`config.mk`:
```
export PLATFORM = sky130hd
export DESIGN_NAME = chain_probe_sequencer
export DESIGN_NICKNAME = d
export VERILOG_FILES = /design/src/rtl/chain_probe_pkg.sv /design/src/rtl/chain_probe_delay.sv /design/src/rtl/chain_probe_sequencer.sv
export SDC_FILE = /design/constraint.sdc
export NUM_CORES = 1
export LEC_CHECK = 0
export BUFFER_PORTS_ARGS = -buffer_cell sky130_fd_sc_hd__clkbuf_2
export CAP_MARGIN = 25
export CORE_UTILIZATION = 44
export CTS_CLUSTER_SIZE = 12
export DETAILED_ROUTE_END_ITERATION = 6
export PLACE_DENSITY = 0.72
export SLEW_MARGIN = 20
export SYNTH_ARGS = -nofsm -noshare
export SYNTH_HDL_FRONTEND = slang
export SYNTH_SLANG_ARGS = --single-unit
```
`constraint.sdc`:
```
create_clock -name I1470_clk -period 2.65 [get_ports I1470_clk]
set_input_delay 0.265 -clock I1470_clk [delete_from_list [all_inputs] [get_ports I1470_clk]]
set_output_delay 0.265 -clock I1470_clk [all_outputs]
set_load 0.02 [all_outputs]
```
`src/rtl/chain_probe_pkg.sv`:
```
// Shared types and helpers for the flop-chain probe sequencer.
package chain_probe_pkg;

    localparam int unsigned DEF_PAT_LEN = 8;
    localparam int unsigned DEF_LAT     = 3;
    localparam int unsigned DEF_CNT_W   = 4;

    typedef enum logic [1:0] {
        ST_IDLE  = 2'd0,
        ST_DRIVE = 2'd1,
        ST_FLUSH = 2'd2,
        ST_DONE  = 2'd3
    } state_t;

    // One delay-line slot: whether a real bit is in flight and its expected chain output.
    typedef struct packed {
        logic vld;
        logic exp_bit;
    } probe_tag_t;

    function automatic logic [31:0] sat_inc(input logic [31:0] val, input logic [31:0] max_val);
        return (val >= max_val) ? val : val + 32'd1;
    endfunction

endpackage

```
`src/rtl/chain_probe_delay.sv`:
```
// LAT-deep shift register that tracks expected chain output alongside the chain under test.
module chain_probe_delay
    import chain_probe_pkg::*;
#(
    parameter int unsigned LAT = DEF_LAT
) (
    input  logic       clk,
    input  logic       rst_n,
    input  probe_tag_t push,
    output probe_tag_t tap
);

    probe_tag_t [LAT-1:0] sr;

    generate
        if (LAT > 1) begin : g_deep
            always_ff @(posedge clk or negedge rst_n) begin
                if (!rst_n) begin
                    sr <= '0;
                end else begin
                    sr <= {sr[LAT-2:0], push};
                end
            end
        end else begin : g_one
            always_ff @(posedge clk or negedge rst_n) begin
                if (!rst_n) begin
                    sr <= '0;
                end else begin
                    sr[0] <= push;
                end
            end
        end
    endgenerate

    assign tap = sr[LAT-1];

endmodule

```
`src/rtl/chain_probe_sequencer.sv`:
```
// Serially drives a captured pattern through a flop chain and checks its output after LAT cycles.
module chain_probe_sequencer
    import chain_probe_pkg::*;
#(
    parameter int unsigned PAT_LEN = DEF_PAT_LEN,
    parameter int unsigned LAT     = DEF_LAT,
    parameter int unsigned CNT_W   = DEF_CNT_W,
    parameter int unsigned IDX_W   = $clog2(PAT_LEN)
) (
    input  logic               I1470_clk,
    input  logic               I1477_rst,
    input  logic               start,
    input  logic [PAT_LEN-1:0] pattern,
    input  logic               expect_inv,
    input  logic               chain_out,
    output logic               chain_in,
    output logic               busy,
    output logic               done,
    output logic               pass,
    output logic [CNT_W-1:0]   err_count,
    output logic [IDX_W-1:0]   first_err_idx,
    output logic               first_err_vld
);

    localparam int unsigned FL_W    = (LAT > 1) ? $clog2(LAT) : 1;
    localparam logic [31:0] CNT_MAX = 32'((64'd1 << CNT_W) - 64'd1);

    state_t             state;
    state_t             state_nxt;
    logic [IDX_W-1:0]   bit_cnt;
    logic [IDX_W-1:0]   cmp_idx;
    logic [FL_W-1:0]    flush_cnt;
    logic [PAT_LEN-1:0] pat_q;
    logic               inv_q;

    logic               accept_c;
    logic               mismatch_c;
    logic               chain_in_c;
    logic               busy_c;
    logic               done_c;
    logic               finish_c;
    logic [CNT_W-1:0]   err_nxt_c;
    probe_tag_t         push_c;
    probe_tag_t         tap;

    chain_probe_delay #(
        .LAT (LAT)
    ) u_delay (
        .clk   (I1470_clk),
        .rst_n (I1477_rst),
        .push  (push_c),
        .tap   (tap)
    );

    // State register
    always_ff @(posedge I1470_clk or negedge I1477_rst) begin
        if (!I1477_rst) begin
            state <= ST_IDLE;
        end else begin
            state <= state_nxt;
        end
    end

    // Next-state logic
    always_comb begin
        state_nxt = state;
        case (state)
            ST_IDLE:  if (start) state_nxt = ST_DRIVE;
            ST_DRIVE: if (bit_cnt == IDX_W'(PAT_LEN - 1)) state_nxt = ST_FLUSH;
            ST_FLUSH: if (flush_cnt == FL_W'(LAT - 1)) state_nxt = ST_DONE;
            ST_DONE:  state_nxt = start ? ST_DRIVE : ST_IDLE;
            default:  state_nxt = ST_IDLE;
        endcase
    end

    // Output / datapath control, evaluated ahead of the output registers
    always_comb begin
        accept_c   = 1'b0;
        chain_in_c = 1'b0;
        push_c     = '0;
        busy_c     = 1'b0;
        done_c     = 1'b0;
        finish_c   = 1'b0;
        mismatch_c = 1'b0;
        err_nxt_c  = err_count;

        accept_c = start && ((state == ST_IDLE) || (state == ST_DONE));
        if (state == ST_DRIVE) begin
            chain_in_c     = pat_q[bit_cnt];
            push_c.vld     = 1'b1;
            push_c.exp_bit = pat_q[bit_cnt] ^ inv_q;
        end
        busy_c   = (state_nxt == ST_DRIVE) || (state_nxt == ST_FLUSH);
        done_c   = (state_nxt == ST_DONE);
        finish_c = (state == ST_FLUSH) && (state_nxt == ST_DONE);

        mismatch_c = tap.vld && (chain_out != tap.exp_bit);
        if (mismatch_c) begin
            err_nxt_c = CNT_W'(sat_inc(32'(err_count), CNT_MAX));
        end
    end

    // Counters, capture and result registers
    always_ff @(posedge I1470_clk or negedge I1477_rst) begin
        if (!I1477_rst) begin
            bit_cnt       <= '0;
            cmp_idx       <= '0;
            flush_cnt     <= '0;
            pat_q         <= '0;
            inv_q         <= 1'b0;
            chain_in      <= 1'b0;
            busy          <= 1'b0;
            done          <= 1'b0;
            pass          <= 1'b0;
            err_count     <= '0;
            first_err_idx <= '0;
            first_err_vld <= 1'b0;
        end else begin
            chain_in <= chain_in_c;
            busy     <= busy_c;
            done     <= done_c;

            if (state == ST_DRIVE) begin
                bit_cnt <= IDX_W'(bit_cnt + 1'b1);
            end
            if (state == ST_FLUSH) begin
                flush_cnt <= FL_W'(flush_cnt + 1'b1);
            end else begin
                flush_cnt <= '0;
            end

            if (accept_c) begin
                bit_cnt       <= '0;
                cmp_idx       <= '0;
                pat_q         <= pattern;
                inv_q         <= expect_inv;
                pass          <= 1'b0;
                err_count     <= '0;
                first_err_idx <= '0;
                first_err_vld <= 1'b0;
            end else begin
                err_count <= err_nxt_c;
                if (tap.vld) begin
                    cmp_idx <= IDX_W'(cmp_idx + 1'b1);
                end
                if (mismatch_c && !first_err_vld) begin
                    first_err_idx <= cmp_idx;
                    first_err_vld <= 1'b1;
                end
                // Final compare lands on the same edge that enters DONE
                if (finish_c) begin
                    pass <= (err_nxt_c == '0);
                end
            end
        end
    end

endmodule

```
==> metrics.txt, run 1 <==
critical path startpoint category flip-flop; Total Wirelength 2880 um; routability cong. 0.674; Final HPWL DP 2080 um; critical path peak fanout 6; via count 1101; max incr delay on CP 420 ps; grt ovf 0; antenna viol nets, final 0; post-synthesis cell count 134; Comb power frac 36.7%; Worst Setup Path Type reg -> reg; Synth async-reset ratio 100%; yosys warns 0; fillers 319; I/O pins 25; layout cells sized above 1 25.9%; r2r setup slk 610 ps; Pins Over Slew Limit 0; Clock Sinks 37; Seq/Total Area, Yosys 55.0%; initial core utilization 46.0%; count of cell types in the netlist 30; area grow syn2layout 16.8%; RSZ-0062 raised after global routing false; 1st-iter DRT viols 92; Die Width 63.8 um; Die ar. 0.00408 mm^2; CP max-delay cell dfrtp_1; first-pass GRT wire length 5000 um; Final #Nets 185; clock root cell clkbuf_8; Leak 0.972 nW; Synth top area share 55.0%; Worst EP required 2820 ps; Post-synth EDFFs 0; drc violations 0; antenna cell count 0; P_sw 805 uW; clock latency on the worst-skew pair 290 ps; Sw Share 34.7%; Mean Syn Cell Area 12.6 um^2; Vias/cell 5.24; CP endpoint pass$_DFFE_PN0P_; Critical Path Sink Type flip-flop; Die Y 63.8 um; post-CTS setup buffer count 0; Final min period 2040 ps; row count 22; ys flop type dfrtp_1; Synth area leader dfrtp_1; Fin Clk Skew 5.62 ps; Fin Hold WS 82.0 ps; final setup fails 0; Setup TNS 0 ps; TritonCTS clock tree yes; worst r2r path cells 7; cell chain of the critical path inv_1 > ha_1 > o21bai_1 > a221oi_1 > ha_1 > a21oi_1 > a32o_1; achievable frequency 490 MHz; core region area 0.00366 mm^2; Hold Crit Class in -> async; R2R Path Start state[0]$_DFF_PN0_; total track usage 16.1%; Longest Clk Path Bufs 2; Crit. Startpoint state[0]$_DFF_PN0_; reg2reg end pass$_DFFE_PN0P_; FF+latch count, synth 37; WL per Instance 13.7 um; max-capacitance violation count 0; Area contributors post-synth dfrtp_1, ha_1, mux2_2; syn nets 158; Clk pwr share 21.5%; Num CTS Buffers 5; Tightest Pin Transition 863 ps; sequential share of power 41.8%; status finished clean; worst path arrival time 2220 ps; Hold Fails Final Rpt 0; largest net degree at the start of global routing 38; Hold-fix buffers, CTS 0; Pint 1.51 mW; relative slew slack 42.5%; Detailed Routing Iterations Pass 1 4; CP top delay family compound AO/OA/AOI/OAI gates; Top cell by count, worst path ha_1; peak supply drop 0.000651 V; I/O Buffers 24; Mapped Area 0.00168 mm^2; H-tree depth 2; CP Buf/Inv Count 1; clock slew at reported path FFs 70 ps; post-CTS sizing 0; vias in the first global route 1151; fin crit share 77.1%; Power Density 1180 mW/mm^2; initial antenna violation count 0; Worst path depth 7
final cells by class:
type / instances / area (um^2) / area share (%)
Sequential cell: 37 / 926 / 47.1
Multi-Input combinational cell: 89 / 724 / 36.9
Timing Repair Buffer: 25 / 128 / 6.49
Clock buffer: 7 / 86.3 / 4.39
Tap cell: 48 / 60.1 / 3.06
Clock inverter: 1 / 30.0 / 1.53
Inverter: 3 / 11.3 / 0.573
sequential cells by signal (all words and copies together), names as in the netlist:
register / count
inv_q: 1
first_err_vld: 1
chain_in: 1
state: 2
err_count: 4
cmp_idx: 3
done: 1
u_delay.sr: 4
first_err_idx: 3
u_delay.tap: 2
flush_cnt: 2
pat_q: 8
bit_cnt: 3
pass: 1
busy: 1
cell usage in the layout, fill, tap and decap left out:
| cell | instances |
|---|---|
| a211o_1 | 1 |
| a21oi_1 | 2 |
| a221oi_1 | 1 |
| a311oi_1 | 1 |
| a32o_1 | 1 |
| a41oi_1 | 1 |
| and2_1 | 2 |
| and2b_2 | 1 |
| and4b_1 | 1 |
| buf_4 | 1 |
| bufinv_16 | 1 |
| clkbuf_1 | 1 |
| clkbuf_2 | 24 |
| clkbuf_8 | 6 |
| dfrtp_1 | 37 |
| ha_1 | 11 |
| inv_1 | 3 |
| mux2_2 | 9 |
| mux2i_1 | 8 |
| mux4_1 | 2 |
| nand2_1 | 3 |
| nand3_1 | 5 |
| nand3b_1 | 1 |
| nand4_1 | 3 |
| nor2_1 | 14 |
| nor2b_1 | 8 |
| nor3_1 | 2 |
| nor3b_1 | 1 |
| o21ai_0 | 3 |
| o21bai_1 | 1 |
| o311ai_0 | 1 |
| xnor2_1 | 3 |
| xor2_1 | 3 |
Yosys cell counts (all sizes together), types with 2 or more instances:
cell type / instances
nand4: 3
ha: 11
mux2i: 8
mux4: 2
nor2b: 8
inv: 3
dfrtp: 37
mux2: 9
a21oi: 2
xnor2: 3
clkbuf: 3
nor3: 2
o21ai: 3
xor2: 3
nand2: 3
nand3: 5
buf: 2
nor2: 14
and2: 2
routing by layer:
metal  share of wire (%)  track usage, %
met4                0.66            4.26
met5                   0               0
met2                  51            28.6
met1                  43            18.5
met3                 4.8            5.36
cells by family after synthesis:
kind of cell               share of synthesized area [%]
adders and majority gates                           8.18
muxes                                               13.9
buffers and inverters                               1.93
xor gates and xnor gates                            3.12
AOI/OAI and AO/OA                                   5.13
and+or+nand+nor                                     12.7
DFF                                                 55.0
through the flow:
stage	std cells	power [mW]	util, %	worst slack (ps)	instance area [um^2]
after global placement	202	1.78	50.5	805	1850
after detailed placement	202	1.84	50.5	669	1850
after CTS	210	2.35	53.7	633	1970
after global routing	210	2.49	53.7	491	1970
after floorplan	134	1.60	-	809	1680
final	210	2.32	53.7	608	1970
worst min-delay path by stage:
stage,endpoint,slack [ps],depth (start not counted)
2_1_floorplan,bit_cnt[0]$_DFFE_PN0P_,-30,0
3_3_place_gp,u_delay.tap[0]$_DFF_PN0_,340,0
3_5_place_dp,u_delay.tap[1]$_DFF_PN0_,340,0
4_1_cts,state[0]$_DFF_PN0_,110,1
5_1_grt,bit_cnt[0]$_DFFE_PN0P_,140,1
6_report,u_delay.tap[1]$_DFF_PN0_,80,1
power groups by stage:
| stage | clock [mW] | sequential (mW) | combinational, mW |
|---|---|---|---|
| 6_report | 0.498 | 0.969 | 0.851 |
| 5_1_grt | 0.541 | 0.997 | 0.950 |
| 4_1_cts | 0.512 | 0.972 | 0.866 |
| 3_5_place_dp | 0 | 0.981 | 0.862 |
| 3_3_place_gp | 0 | 0.964 | 0.818 |
| 2_1_floorplan | 0 | 0.985 | 0.618 |
Note: power is estimated with default switching activity, not from simulation.
==> run 2: changes to the inputs <==
- ABC_AREA: default -> 1
- PLACE_DENSITY: 0.72 -> 0.75
- clock period: 2.65 -> 1.7 ns (I/O delays scaled with it)
==> metrics.txt, run 2 <==
Longest Clk Path Bufs 2; ys flop type dfrtp_1; Worst EP required 1880 ps; r2r setup slk 70 ps; CP Buf/Inv Count 2; Final min period 1630 ps; critical path peak fanout 5; R2R Path Start state[1]$_DFF_PN0_; initial antenna violation count 0; largest net degree at the start of global routing 38; cell chain of the critical path buf_4 > ha_1 > a21oi_2 > a31oi_2 > ha_2 > nand2_1 > inv_2 > o21ai_1 > a21oi_2; fillers 338; first-pass GRT wire length 5700 um; row count 22; final setup fails 0; Synth top cells by count nand2_1, dfrtp_1, nor2_1, inv_1; Num CTS Buffers 5; antenna viol nets, final 0; antenna cell count 0; Worst Setup Path Type reg -> reg; reg2reg end pass$_DFFE_PN0P_; commonest non-fill, non-tap cells in the layout nand2_1, dfrtp_1, clkbuf_2, nor2_1, inv_1; max FFs per register 8; Total Wirelength 3300 um; Hold Path Cell Cnt 3; Fin Clk Skew 7.24 ps; Post-DP Area 0.00194 mm^2; most common cell after layout, fill and taps aside nand2_1; finished layout cell area 0.00217 mm^2; TritonCTS clock tree yes; most numerous cell in the Yosys netlist nand2_1; max incr delay on CP 440 ps; register area 928 um^2; I/O pins 25; drc violations 0; hold path start expect_inv; Seq/Total Area, Yosys 53.8%; syn nets 224; critical path startpoint category flip-flop; Die Y 64.6 um; H-tree depth 2; post-synthesis cell count 200; Power Density 1920 mW/mm^2; Hold Crit Class in -> reg; WL per Instance 11.5 um; PnR Total Power 4.17 mW; status finished clean; Post-synth EDFFs 0; clock slew at reported path FFs 70 ps; FF+latch count, synth 37; Final HPWL DP 2270 um; CP max-delay cell dfrtp_2; Critical Path Sink Type flip-flop; Synth area leader dfrtp_1; clock root cell clkbuf_8; max-capacitance violation count 0; Clock Sinks 37; 1st-iter DRT viols 61; worst path arrival time 1810 ps; Area contributors post-synth dfrtp_1, nand2_1, ha_1; Largest regs pat_q x8, err_count x4, u_delay.sr x4; Worst path depth 9; Tightest Pin Transition 454 ps; routability cong. 0.790; Die ar. 0.00417 mm^2; Fin Hold WS 79.7 ps; I/O Buffers 24; Final #Nets 262; count of cell types in the netlist 22; Most flops, register pat_q; area grow syn2layout 25.9%; Die Width 64.6 um; grt ovf 0; worst r2r path cells 9; core region area 0.00372 mm^2; CP top delay family flip-flops; fin crit share 96.0%; initial core utilization 46.3%; Mean Syn Cell Area 8.61 um^2; Synth async-reset ratio 100%; Leak 1.11 nW; Synth top area share 53.8%; clock latency on the worst-skew pair 290 ps; total track usage 18.1%; area of the multi-input gates 768 um^2; worst hold endpoint inv_q$_DFFE_PN0P_; relative slew slack 69.7%; Vias/cell 4.82; Top cell by count, worst path a21oi_2; Detailed Routing Iterations Pass 1 4; vias in the first global route 1318; RSZ-0062 raised after global routing false; via count 1383; yosys warns 0; Hold Fails Final Rpt 0; achievable frequency 613 MHz; peak supply drop 0.00126 V; Pins Over Slew Limit 0; layout cells sized above 1 28.0%; Mapped Area 0.00172 mm^2
[run 2: logic make-up (layout without fill, tap and decap cells)]
logic type	after synthesis	in the layout	synth area share, %
flops	37	37	53.8
compound gates	28	28	9.16
xor+xnor	1	1	0.509
buf+inv	23	62	5.09
simple gates	100	100	23.5
fa+ha+maj	11	11	7.99
[run 2: metrics by stage]
step	utilization [%]	setup slack (ps)	TNS, ps	cells
CTS	57.0	1.08	0	286
floorplan	-	52.6	0	200
global route	58.4	0.186	0	287
global placement	52.3	53.8	0	276
detailed placement	52.3	-26.8	-26.8	276
finish	58.4	67.7	0	287
[run 2: layer usage]
layer	routed length, um	GRT usage (%)	vias up
met1	1460	22.0	637
li1	-	-	712
met4	48	5.83	0
met3	126	5.28	6
met2	1660	30.8	28
met5	0	0	-
[run 2: what timing repair did]
item / CTS / global route
hold endpoints to repair: 37 / 0
buffers inserted: 1 / 1
hold buffers: 1 / 0
endpoints found under the setup margin: 1 / 1
resized for setup: 11 / 13
pin swaps: 2 / 2
[run 2: how the worst max path moves through the flow]
stage                             from               end  slack [ps]
floorplan           state[1]$_DFF_PN0_  pass$_DFFE_PN0P_          50
global placement    state[0]$_DFF_PN0_  pass$_DFFE_PN0P_          50
detailed placement  state[1]$_DFF_PN0_  pass$_DFFE_PN0P_         -30
CTS                 state[1]$_DFF_PN0_  pass$_DFFE_PN0P_           1
global route        state[0]$_DFF_PN0_  pass$_DFFE_PN0P_         0.2
finish              state[1]$_DFF_PN0_  pass$_DFFE_PN0P_          70
[run 2: cell type report]
| class | instances | share of cell area, % |
|---|---|---|
| inverters | 20 | 3.69 |
| well taps | 48 | 2.77 |
| repair buffers | 34 | 9.12 |
| clock inverters | 3 | 3.00 |
| flip-flops and latches | 37 | 42.8 |
| clock buffers | 5 | 3.17 |
| multi-input cells | 140 | 35.4 |
[run 2: worst reg2reg max path, stage by stage, from the launching register on]
cell     delay (ps)
dfrtp_2         440
buf_4           170
ha_1            190
a21oi_2         150
a31oi_2         110
ha_2            180
nand2_1          70
inv_2            40
o21ai_1         140
a21oi_2          40
[run 2: where the power goes]
| part | internal, mW | switching, mW | total [mW] |
|---|---|---|---|
| clock | 0.583 | 0.304 | 0.887 |
| combinational | 0.727 | 1.06 | 1.79 |
| sequential | 1.24 | 0.253 | 1.49 |
==> run 3: changes to the inputs <==
- REMOVE_ABC_BUFFERS: default -> 1
==> metrics.txt, run 3 (synthesis results as in run 2) <==
Post-DP Area 0.00193 mm^2; hold path start expect_inv; grt met1 use 19.8%; 1st-iter DRT viols 56; worst r2r path cells 10; status finished clean; WL per Instance 12.1 um; Leak 1.13 nW; layout cells sized above 1 29.3%; R2R Path Start state[0]$_DFF_PN0_; Power Density 1950 mW/mm^2; clock root cell clkbuf_8; Longest Clk Path Bufs 2; peak supply drop 0.000898 V; Worst Setup Path Type reg -> reg; Worst EP required 1880 ps; antenna viol nets, final 0; reg2reg end pass$_DFFE_PN0P_; area grow syn2layout 27.4%; most common cell after layout, fill and taps aside nand2_1; Fin Clk Skew 7.01 ps; met3 usage 4.75%; Clock Sinks 37; total track usage 17.6%; clock latency on the worst-skew pair 290 ps; I/O pins 25; Most flops, register pat_q; Largest regs pat_q x8, err_count x4, u_delay.sr x4; core region area 0.00372 mm^2; Final min period 1680 ps; Setup TNS 0 ps; Num CTS Buffers 5; Die Width 64.6 um; Die ar. 0.00417 mm^2; Total Wirelength 3500 um; achievable frequency 594 MHz; I/O Buffers 24; antenna cell count 0; routability cong. 0.749; met2 Usage GRT 30.1%; critical path peak fanout 5; Die Y 64.6 um; Vias/cell 4.77; via count 1384; worst hold endpoint inv_q$_DFFE_PN0P_; Tightest Pin Transition 464 ps; max FFs per register 8; critical path startpoint category flip-flop; finished layout cell area 0.00219 mm^2; Pins Over Slew Limit 0; TritonCTS clock tree yes; largest net degree at the start of global routing 38; row count 22; Hold Path Cell Cnt 3; max-capacitance violation count 0; Final HPWL DP 2200 um; r2r setup slk 20 ps; final setup fails 0; initial antenna violation count 0; fin crit share 99.0%; Hold Fails Final Rpt 0; grt ovf 0; initial core utilization 46.3%; busiest grt layer met2; first-pass GRT wire length 5410 um; Critical Path Sink Type flip-flop; relative slew slack 69.1%; H-tree depth 2; Final #Nets 265; Hold Crit Class in -> reg; clock slew at reported path FFs 80 ps; drc violations 0; vias in the first global route 1254; Detailed Routing Iterations Pass 1 4; commonest non-fill, non-tap cells in the layout nand2_1, dfrtp_1, clkbuf_2, nor2_1, inv_1; worst path arrival time 1860 ps
## run 3: changes by cell type in the layout (fill, tap and decap cells not counted), moves of 2 or more
cell | before | now
buf_4 | 9 | 12
inv_2 | 4 | 6
inv_4 | 2 | 0
nand2_1 | 62 | 60
nand2_2 | 1 | 3
## run 3: worst max-delay path, stage by stage, from the launching register on
cell	delay (ps)
dfrtp_2	450
inv_2	80
ha_1	200
inv_1	90
nor3_2	190
a31oi_4	60
ha_2	220
nand2_2	80
inv_2	50
o21ai_2	110
a21oi_2	40
## run 3: what timing repair did
| item | 4_1_cts | 5_1_grt |
|---|---|---|
| endpoints found under the hold margin | 37 | 0 |
| gates resized for setup | 10 | 14 |
| hold buffers | 1 | 0 |
| pin swaps | 3 | 5 |
| setup buffers | 2 | 4 |
| endpoints found under the setup margin | 1 | 2 |
## run 3: how the worst max path moves through the flow
stage          depth (start not counted)                   start          endpoint  slack [ps]
4_1_cts                               10  bit_cnt[0]$_DFFE_PN0P_  pass$_DFFE_PN0P_          10
5_1_grt                               10  bit_cnt[1]$_DFFE_PN0P_  pass$_DFFE_PN0P_         -80
6_report                              10      state[0]$_DFF_PN0_  pass$_DFFE_PN0P_          20
2_1_floorplan                         11      state[1]$_DFF_PN0_  pass$_DFFE_PN0P_          50
3_5_place_dp                          10  bit_cnt[0]$_DFFE_PN0P_  pass$_DFFE_PN0P_         -20
3_3_place_gp                          10      state[0]$_DFF_PN0_  pass$_DFFE_PN0P_          40
## run 3: cell type report
type                       instances  area [um^2]
clock buffer                       5         68.8
clock inverter                     3         65.1
fill                             331         1520
inverter                          20         75.1
multi-input combinational        140          777
sequential                        37          927
tap                               48         60.1
timing repair buffer              37          220
## run 3: report_power, final
part           switching [mW]  total (mW)  internal, mW
Clock                   0.306       0.889         0.583
Combinational            1.13        1.91         0.780
Sequential              0.242        1.48          1.24
## run 3: routing by layer
layer,vias up,share of wire [%]
li1,719,-
met3,8,3.4
met1,632,45
met2,25,48
met5,-,0
met4,0,3.1
## run 3: through the flow
step	instances	setup slack (ps)	hold slack, ps	power [mW]	util, %
3_5_place_dp	275	-23.1	241	3.05	52.1
3_3_place_gp	275	37.7	237	3.00	52.1
5_1_grt	290	-82.4	74.8	4.62	59.0
6_report	290	16.5	76.9	4.28	59.0
4_1_cts	286	11.1	69.6	4.05	57.0
2_1_floorplan	197	52.6	-126	2.53	-
